==> config.mk <==
export PLATFORM = sky130hd
export DESIGN_NAME = codec_clk_gen
export DESIGN_NICKNAME = d
export VERILOG_FILES = /design/src/rtl/codec_pkg.sv /design/src/rtl/codec_half_div.sv /design/src/rtl/codec_clk_gen.sv
export SDC_FILE = /design/constraint.sdc
export NUM_CORES = 1
export LEC_CHECK = 0
export BUFFER_PORTS_ARGS = -buffer_cell sky130_fd_sc_hd__buf_2
export CAP_MARGIN = 20
export CORE_UTILIZATION = 44
export CTS_CLUSTER_SIZE = 12
export DETAILED_ROUTE_END_ITERATION = 7
export PLACE_DENSITY = 0.72
export SLEW_MARGIN = 15
export SYNTH_ARGS = -nofsm -noshare
export SYNTH_HDL_FRONTEND = slang
export SYNTH_SLANG_ARGS = --single-unit
==> constraint.sdc <==
create_clock -name Clk -period 1.7 [get_ports Clk]
set_input_delay 0.34 -clock Clk [delete_from_list [all_inputs] [get_ports Clk]]
set_output_delay 0.34 -clock Clk [all_outputs]
set_load 0.01 [all_outputs]
==> src/rtl/codec_pkg.sv <==
// Shared constants, FSM state type and width helpers for the WM8731 clock
// generator and the I2S serializer that follows it.
package codec_pkg;

    localparam int MCLK_HALF_DEF = 2;
    localparam int BCLK_HALF_DEF = 8;
    localparam int SLOT_BITS_DEF = 32;

    typedef enum logic [1:0] {
        IDLE  = 2'd0,
        RUN   = 2'd1,
        DRAIN = 2'd2
    } state_t;

    function automatic int bit_idx_w(input int slot_bits);
        return (slot_bits > 1) ? $clog2(slot_bits) : 1;
    endfunction

    function automatic int cnt_w(input int n);
        return (n > 1) ? $clog2(n) : 1;
    endfunction

endpackage

==> src/rtl/codec_half_div.sv <==
// Modulo-N counter with clear/enable; flips a toggle register each time the
// count wraps, giving a square wave with a half-period of N enabled cycles.
module codec_half_div
    import codec_pkg::*;
#(
    parameter int N = 2
) (
    input  logic                clk,
    input  logic                rst_n,
    input  logic                clr,
    input  logic                en,
    output logic                tog,
    output logic                wrap_next,
    output logic [cnt_w(N)-1:0] cnt
);

    localparam int             CW   = cnt_w(N);
    localparam logic [CW-1:0]  LAST = CW'(N - 1);

    always_ff @(posedge clk) begin
        if (!rst_n || clr) begin
            cnt <= '0;
            tog <= 1'b0;
        end else if (en) begin
            if (cnt == LAST) begin
                cnt <= '0;
                tog <= ~tog;
            end else begin
                cnt <= cnt + CW'(1);
            end
        end
    end

    assign wrap_next = (cnt == LAST);

endmodule

==> src/rtl/codec_clk_gen.sv <==
// WM8731 clock generator: free-running Mclk plus Bclk/Lrclk with pre-edge
// strobes and bit index, stopping only on a frame boundary after Enable drops.
module codec_clk_gen
    import codec_pkg::*;
#(
    parameter int MCLK_HALF = MCLK_HALF_DEF,
    parameter int BCLK_HALF = BCLK_HALF_DEF,
    parameter int SLOT_BITS = SLOT_BITS_DEF
) (
    input  logic                            Clk,
    input  logic                            Rst_n,
    input  logic                            Enable,
    output logic                            Mclk,
    output logic                            Bclk,
    output logic                            Lrclk,
    output logic                            BclkRisePre,
    output logic                            BclkFallPre,
    output logic                            FramePre,
    output logic [bit_idx_w(SLOT_BITS)-1:0] BitIdx,
    output logic                            Active
);

    localparam int            BW       = bit_idx_w(SLOT_BITS);
    localparam logic [BW-1:0] LAST_BIT = BW'(SLOT_BITS - 1);

    state_t                        state_q;
    state_t                        state_d;
    logic                          running;
    logic                          bclk_wrap;
    logic                          mclk_wrap;
    logic [cnt_w(MCLK_HALF)-1:0]   mclk_cnt;
    logic [cnt_w(BCLK_HALF)-1:0]   bclk_cnt;
    logic [BW-1:0]                 bit_idx_q;
    logic                          lrclk_q;
    logic                          cnt_unused;

    assign running = (state_q != IDLE);

    codec_half_div #(.N(MCLK_HALF)) u_mclk_div (
        .clk       (Clk),
        .rst_n     (Rst_n),
        .clr       (1'b0),
        .en        (1'b1),
        .tog       (Mclk),
        .wrap_next (mclk_wrap),
        .cnt       (mclk_cnt)
    );

    // Held cleared in IDLE so the first RUN cycle always starts at count 0.
    codec_half_div #(.N(BCLK_HALF)) u_bclk_div (
        .clk       (Clk),
        .rst_n     (Rst_n),
        .clr       (!running),
        .en        (running),
        .tog       (Bclk),
        .wrap_next (bclk_wrap),
        .cnt       (bclk_cnt)
    );

    assign cnt_unused = ^{mclk_wrap, mclk_cnt, bclk_cnt};

    assign BclkRisePre = running & bclk_wrap & ~Bclk;
    assign BclkFallPre = running & bclk_wrap & Bclk;
    assign FramePre    = BclkFallPre & (bit_idx_q == LAST_BIT) & lrclk_q;

    always_ff @(posedge Clk) begin
        if (!Rst_n) begin
            state_q <= IDLE;
        end else begin
            state_q <= state_d;
        end
    end

    // A re-asserted Enable wins over the frame boundary so the clocks never stop.
    always_comb begin
        state_d = state_q;
        unique case (state_q)
            IDLE:    if (Enable) state_d = RUN;
            RUN:     if (!Enable) state_d = DRAIN;
            DRAIN: begin
                if (Enable) begin
                    state_d = RUN;
                end else if (FramePre) begin
                    state_d = IDLE;
                end
            end
            default: state_d = IDLE;
        endcase
    end

    // Leaving DRAIN coincides with the last Bclk fall of a right slot, so the
    // natural wrap already lands bit index and Lrclk at zero.
    always_ff @(posedge Clk) begin
        if (!Rst_n || !running) begin
            bit_idx_q <= '0;
            lrclk_q   <= 1'b0;
        end else if (BclkFallPre) begin
            if (bit_idx_q == LAST_BIT) begin
                bit_idx_q <= '0;
                lrclk_q   <= ~lrclk_q;
            end else begin
                bit_idx_q <= bit_idx_q + BW'(1);
            end
        end
    end

    assign BitIdx = bit_idx_q;
    assign Lrclk  = lrclk_q;
    assign Active = running;

endmodule

# Word-level counts from Yosys, hierarchy flattened

Cells that the tools add are included.

Add/subtract/negate cells: 3
Equal/unequal tests: 7
Multiplexer cells: 7
Bitwise logic cells: 9
Reductions and logical operators: 9

Operator list:

| cell                  | number |
|---|---|
| $mux W2               | 4 |
| $pmux W2 S3           | 1 |
| $add A5 B1 Y5 const B | 1 |
| $and A1 B1 Y1         | 5 |
| $eq A5 B5 Y1 const B  | 1 |
| $mux W5               | 1 |
| $ne A2 B2 Y1 const B  | 2 |
| $not A1 Y1            | 4 |
| $reduce_and A2 Y1     | 2 |
| $add A3 B1 Y3 const B | 1 |
| $eq A3 B3 Y1 const B  | 1 |
| $mux W3               | 1 |
| $ne A3 B3 Y1 const B  | 1 |
| $reduce_and A3 Y1     | 1 |
| $eq A2 B1 Y1 const B  | 1 |
| $eq A2 B2 Y1 const B  | 1 |
| $logic_not A1 Y1      | 2 |
| $logic_not A2 Y1      | 1 |
| $reduce_bool A2 Y1    | 1 |
| $reduce_or A2 Y1      | 1 |
| $add A1 B1 Y1 const B | 1 |
| $logic_or A1 B1 Y1    | 1 |

Register bits: 14
Input port bits: 3
Output and inout bits: 12

# Depth between registers and ports, before layout

Depth after elaboration: 8
Mapped depth: 6

# By module

A second synthesis with hierarchy kept.

Cells, all modules: 75
Area total of the unflattened synthesis: 700.7 um^2

Modules (own cells, without submodules):

| module                       | instances | cells each | area each (um^2) |
|---|---|---|---|
| codec_clk_gen                | 1         | 48         | 410.4 |
| codec_half_div at u_bclk_div | 1         | 18         | 197.7 |
| codec_half_div at u_mclk_div | 1         | 9          | 92.6 |

# Worst setup path after synthesis

OpenSTA, ideal clock, no wires.

Path kind: register -> register
From: register bit_idx_q[0] (netlist: BitIdx[0])
To: register bit_idx_q[3] (netlist: BitIdx[3])
Setup time: 0.071 ns
Arrival: 1.603 ns
Path slack: 0.026 ns
Cell stages (with the launch flop): 6
Buffers on the path: 0
Period minus slack after synthesis: 1.674 ns
Cell sequence: dfxtp_1 ha_1 and3_1 ha_1 or4_1 a21oi_1

Longest elaborated chain between the ends: 2
Elaborated cells on any way between the ends: 3
Those cells by class: add/sub: 1; eq/ne: 1; mux: 1

Ends and longest elaborated chain:

| element                                              | RTL line                                  | RTL |
|---|---|---|
| from (decl)                                          | codec_clk_gen.sv:33                       | `logic [BW-1:0] bit_idx_q;` |
| from (signal assigned)                               | codec_clk_gen.sv:102                      | `bit_idx_q <= bit_idx_q + BW'(1);` |
| $add A5 B1 Y5 / $eq A5 B5 Y1 (equally long branches) | codec_clk_gen.sv:102, codec_clk_gen.sv:98 |  |
| $mux W5 (*)                                          | codec_clk_gen.sv:98                       | `if (bit_idx_q == LAST_BIT) begin` |

Mark *: on every way between the ends. The rest lies on a longest branch, timed or not.
A chain may end at the register's enable or synchronous reset.

# Worst setup path after layout

From: register bit_idx_q[1] (netlist: BitIdx[1])
To: output FramePre

Longest elaborated chain between the ends: 3

Ends and longest elaborated chain:

| element                     | RTL line            | RTL |
|---|---|---|
| $eq A5 B5 Y1                | codec_clk_gen.sv:64 | `assign FramePre = BclkFallPre & (bit_idx_q == LAST_BIT) & lrclk_q;` |
| $and A1 B1 Y1 (2 in series) | codec_clk_gen.sv:64 |  |
| to (decl)                   | codec_clk_gen.sv:18 | `output logic FramePre,` |

Every way passes these cells.

==> impl_metrics.csv <==
group,metric,value,unit
power,power_leakage,0.372,nW
worst_hold_path,holdPathEnd,"state_q[0]",
critical_path,endpoint_kind,"primary output",
synthesis,syn_inst,63,
sta,rsz0062_at_grt,"true",
sta,finalClockSkew,0.00490,ns
final_layout,layout_common_cells,"buf_2 (14), dfxtp_1 (11), nor2_1 (7), buf_4 (7), a21oi_1 (5)",
cts,clock_sinks,14,
run_status,outcome,"complete, no violations",
power,total_power,0.559,mW
route,first_iter_violations,3,
sta,finalHoldViolCount,0,
die,initial_core_util,50.6,%
cts,tritoncts,"yes",
global_route,grt_first_pass_wirelength,1.81,mm
global_route,overflow,0,
critical_path,regToRegEndpoint,"BitIdx[0]",
synthesis,synth_area,601,um2
cts,cts.clk_slew.worst_paths,0.08,ns
global_route,grt_max_degree,10,
final_layout,n_fill_cell,92,
route,vias,526,
final_layout,nNetsFinal,95,
critical_path,reg2reg_from,"BitIdx[1]",
die,die_h,38.9,um
synthesis,yosysTopAreaCellShare,46.7,%
cts,root_buffer,"clkbuf_4",
global_route,grt_pass1_vias,395,
die,die_area,1520,um2
final_layout,syn_to_final_growth,38.1,%
critical_path,startpoint,"BitIdx[1]",
final_layout,final_common_cell,"buf_2",
worst_hold_path,hp-class,"input pin to flop",
power,powerDensity,674,nW/um2
global_route,grtUsageTotal,18.8,%
critical_path,startpoint_type,"flop",
final_layout,seq_area,284,um2
critical_path,ff2ff_path_depth,6,
route,vias_per_cell,5.26,
placed_design,hpwl,742,um
sta,fin_crit,1.69,ns
die,io_pins,15,
synthesis,synth_nets,70,
critical_path,worstSetupPathType,"flop to primary output",
synthesis,syn_avg_cell_area,9.53,um2
die,core,1190,um2
final_layout,multiInputGateArea,368,um2
final_layout,final_cells,100,
final_layout,num_antenna_cells,0,
job,maxCapViolations,0,
critical_path,cp_max_fo,2,
die,die_w,38.9,um
cts,cts_max_level,1,
sta,setup_violations,0,
worst_hold_path,min_from,"Enable",
sta,worstMarginPinSlew,0.301,ns
synthesis,ys_seq_area_share,46.7,%
cts,insertion_delay,0.28,ns
worst_hold_path,whs_path_depth,3,
synthesis,synthDistinctLibCells,26,
cts,cts_buffers,3,
sta,max_freq,0.592,GHz
critical_path,critPathArrivalTime,1.35,ns
route,wl_per_cell,12.0,um
final_layout,drive_gt1_share,43.0,%
placed_design,portBuffers,14,
critical_path,rrSetupSlack,0.03,ns
power,irDropWorstVdd,0.000396,V
placed_design,dpl.cell_count,93,
sta,max_slew_margin,79.9,%
global_route,antenna_found_initial,0,
synthesis,yosysTopAreaCell,"dfxtp_1",
route,routed_wl,1.20,mm
die,rows,12,
sta,fin_crit_sh,99.3,%
route,firstDrtPassIters,2,
final_layout,final_util,69.9,%
route,ant_nets,0,
critical_path,cp.required,1.36,ns
sta,holdWs,0.281,ns
synthesis,yosysWarningCount,0,
placed_design,gp_congestion,0.754,
sta,drv_slew,0,
synthesis,synth.area.top_cells,"dfxtp_1 (47%), ha_1 (8.3%), nor2_1 (4.4%)",
route,drc,0,
synthesis,yosys_register_bits,14,
cts,cts_buffer_depth,2,
-- logic make-up after synthesis --
logic type | count (synthesis) | share of synthesized area, %
XOR/XNOR | 3 | 4.38
buffers and inverters | 3 | 3.12
flip-flops | 14 | 46.7
AND/OR/NAND/NOR | 26 | 22.9
AO/OA/AOI/OAI | 11 | 11.2
multiplexers | 2 | 3.33
adder cells (fa/ha/maj) | 4 | 8.33
-- power by group --
group	internal, mW	switching [mW]	total, mW	leakage [nW]
Sequential	0.336	0.00810	0.344	0.115
Combinational	0.0137	0.0146	0.0283	0.243
Clock	0.0823	0.104	0.187	0.0138
-- layout make-up --
type | count | area share (%)
Clock buffer | 3 | 2.71
Inverter | 1 | 0.452
Multi-Input combinational cell | 46 | 44.3
Sequential cell | 14 | 34.2
Tap cell | 14 | 2.11
Timing Repair Buffer | 22 | 16.1
-- sequential cells by signal (all words and copies together) (netlist names) --
signal / flops
u_mclk_div.cnt: 1
state_q: 2
u_bclk_div.tog: 1
u_bclk_div.cnt: 3
u_mclk_div.tog: 1
BitIdx: 5
Lrclk: 1
-- timing repair --
item                       in CTS  in global routing
hold buffers                    0                  0
setup endpoints to repair       2                  3
pin swaps                       0                  2
buffers inserted                1                  3
resized for setup              13                  2
-- worst max path at each step --
stage           endpoint  slack [ns]
2_1_floorplan  BitIdx[3]        0.03
3_3_place_gp   BitIdx[3]        0.08
3_5_place_dp   BitIdx[3]        0.04
4_1_cts         FramePre        0.01
5_1_grt         FramePre       -0.04
6_report        FramePre        0.01
-- synth_stat cells, drive strengths merged --
master and n:
o211ai 1, clkbuf 1, and2 1, nor2 7, a21oi 5, a31oi 1, xor2 2, nor3b 1
nor3 1, nand3 1, or4 1, o21ai 3, mux2i 2, or3 1, or4b 1, nand2 5
or2 1, inv 1, buf 1, dfxtp 14, xnor2 1, o2111ai 1, nand2b 2, nor2b 2
ha 4, and3 2
-- through the flow --
stage / worst slack, ns / TNS [ns] / instance area [um2]
6_report: 0.0113 / 0 / 830
4_1_cts: 0.0118 / 0 / 795
3_5_place_dp: 0.0420 / 0 / 703
5_1_grt: -0.0431 / -0.0845 / 830
2_1_floorplan: 0.0259 / 0 / 601
3_3_place_gp: 0.0772 / 0 / 703
-- per-layer routing --
layer	vias up	global-route usage, %	routed length [um]
met4	0	15.5	34
met2	11	25.4	515
met3	5	5.20	38
met5	-	0	0
li1	267	-	-
met1	243	24.1	607
-- critical path, cell delays in order (launching register included) --
cell	delay [ns]
dfxtp_2	0.36
ha_4	0.14
and3_4	0.19
ha_4	0.13
nand2_2	0.05
nor2_1	0.07
buf_2	0.13
(Power assumes the default switching activity.)
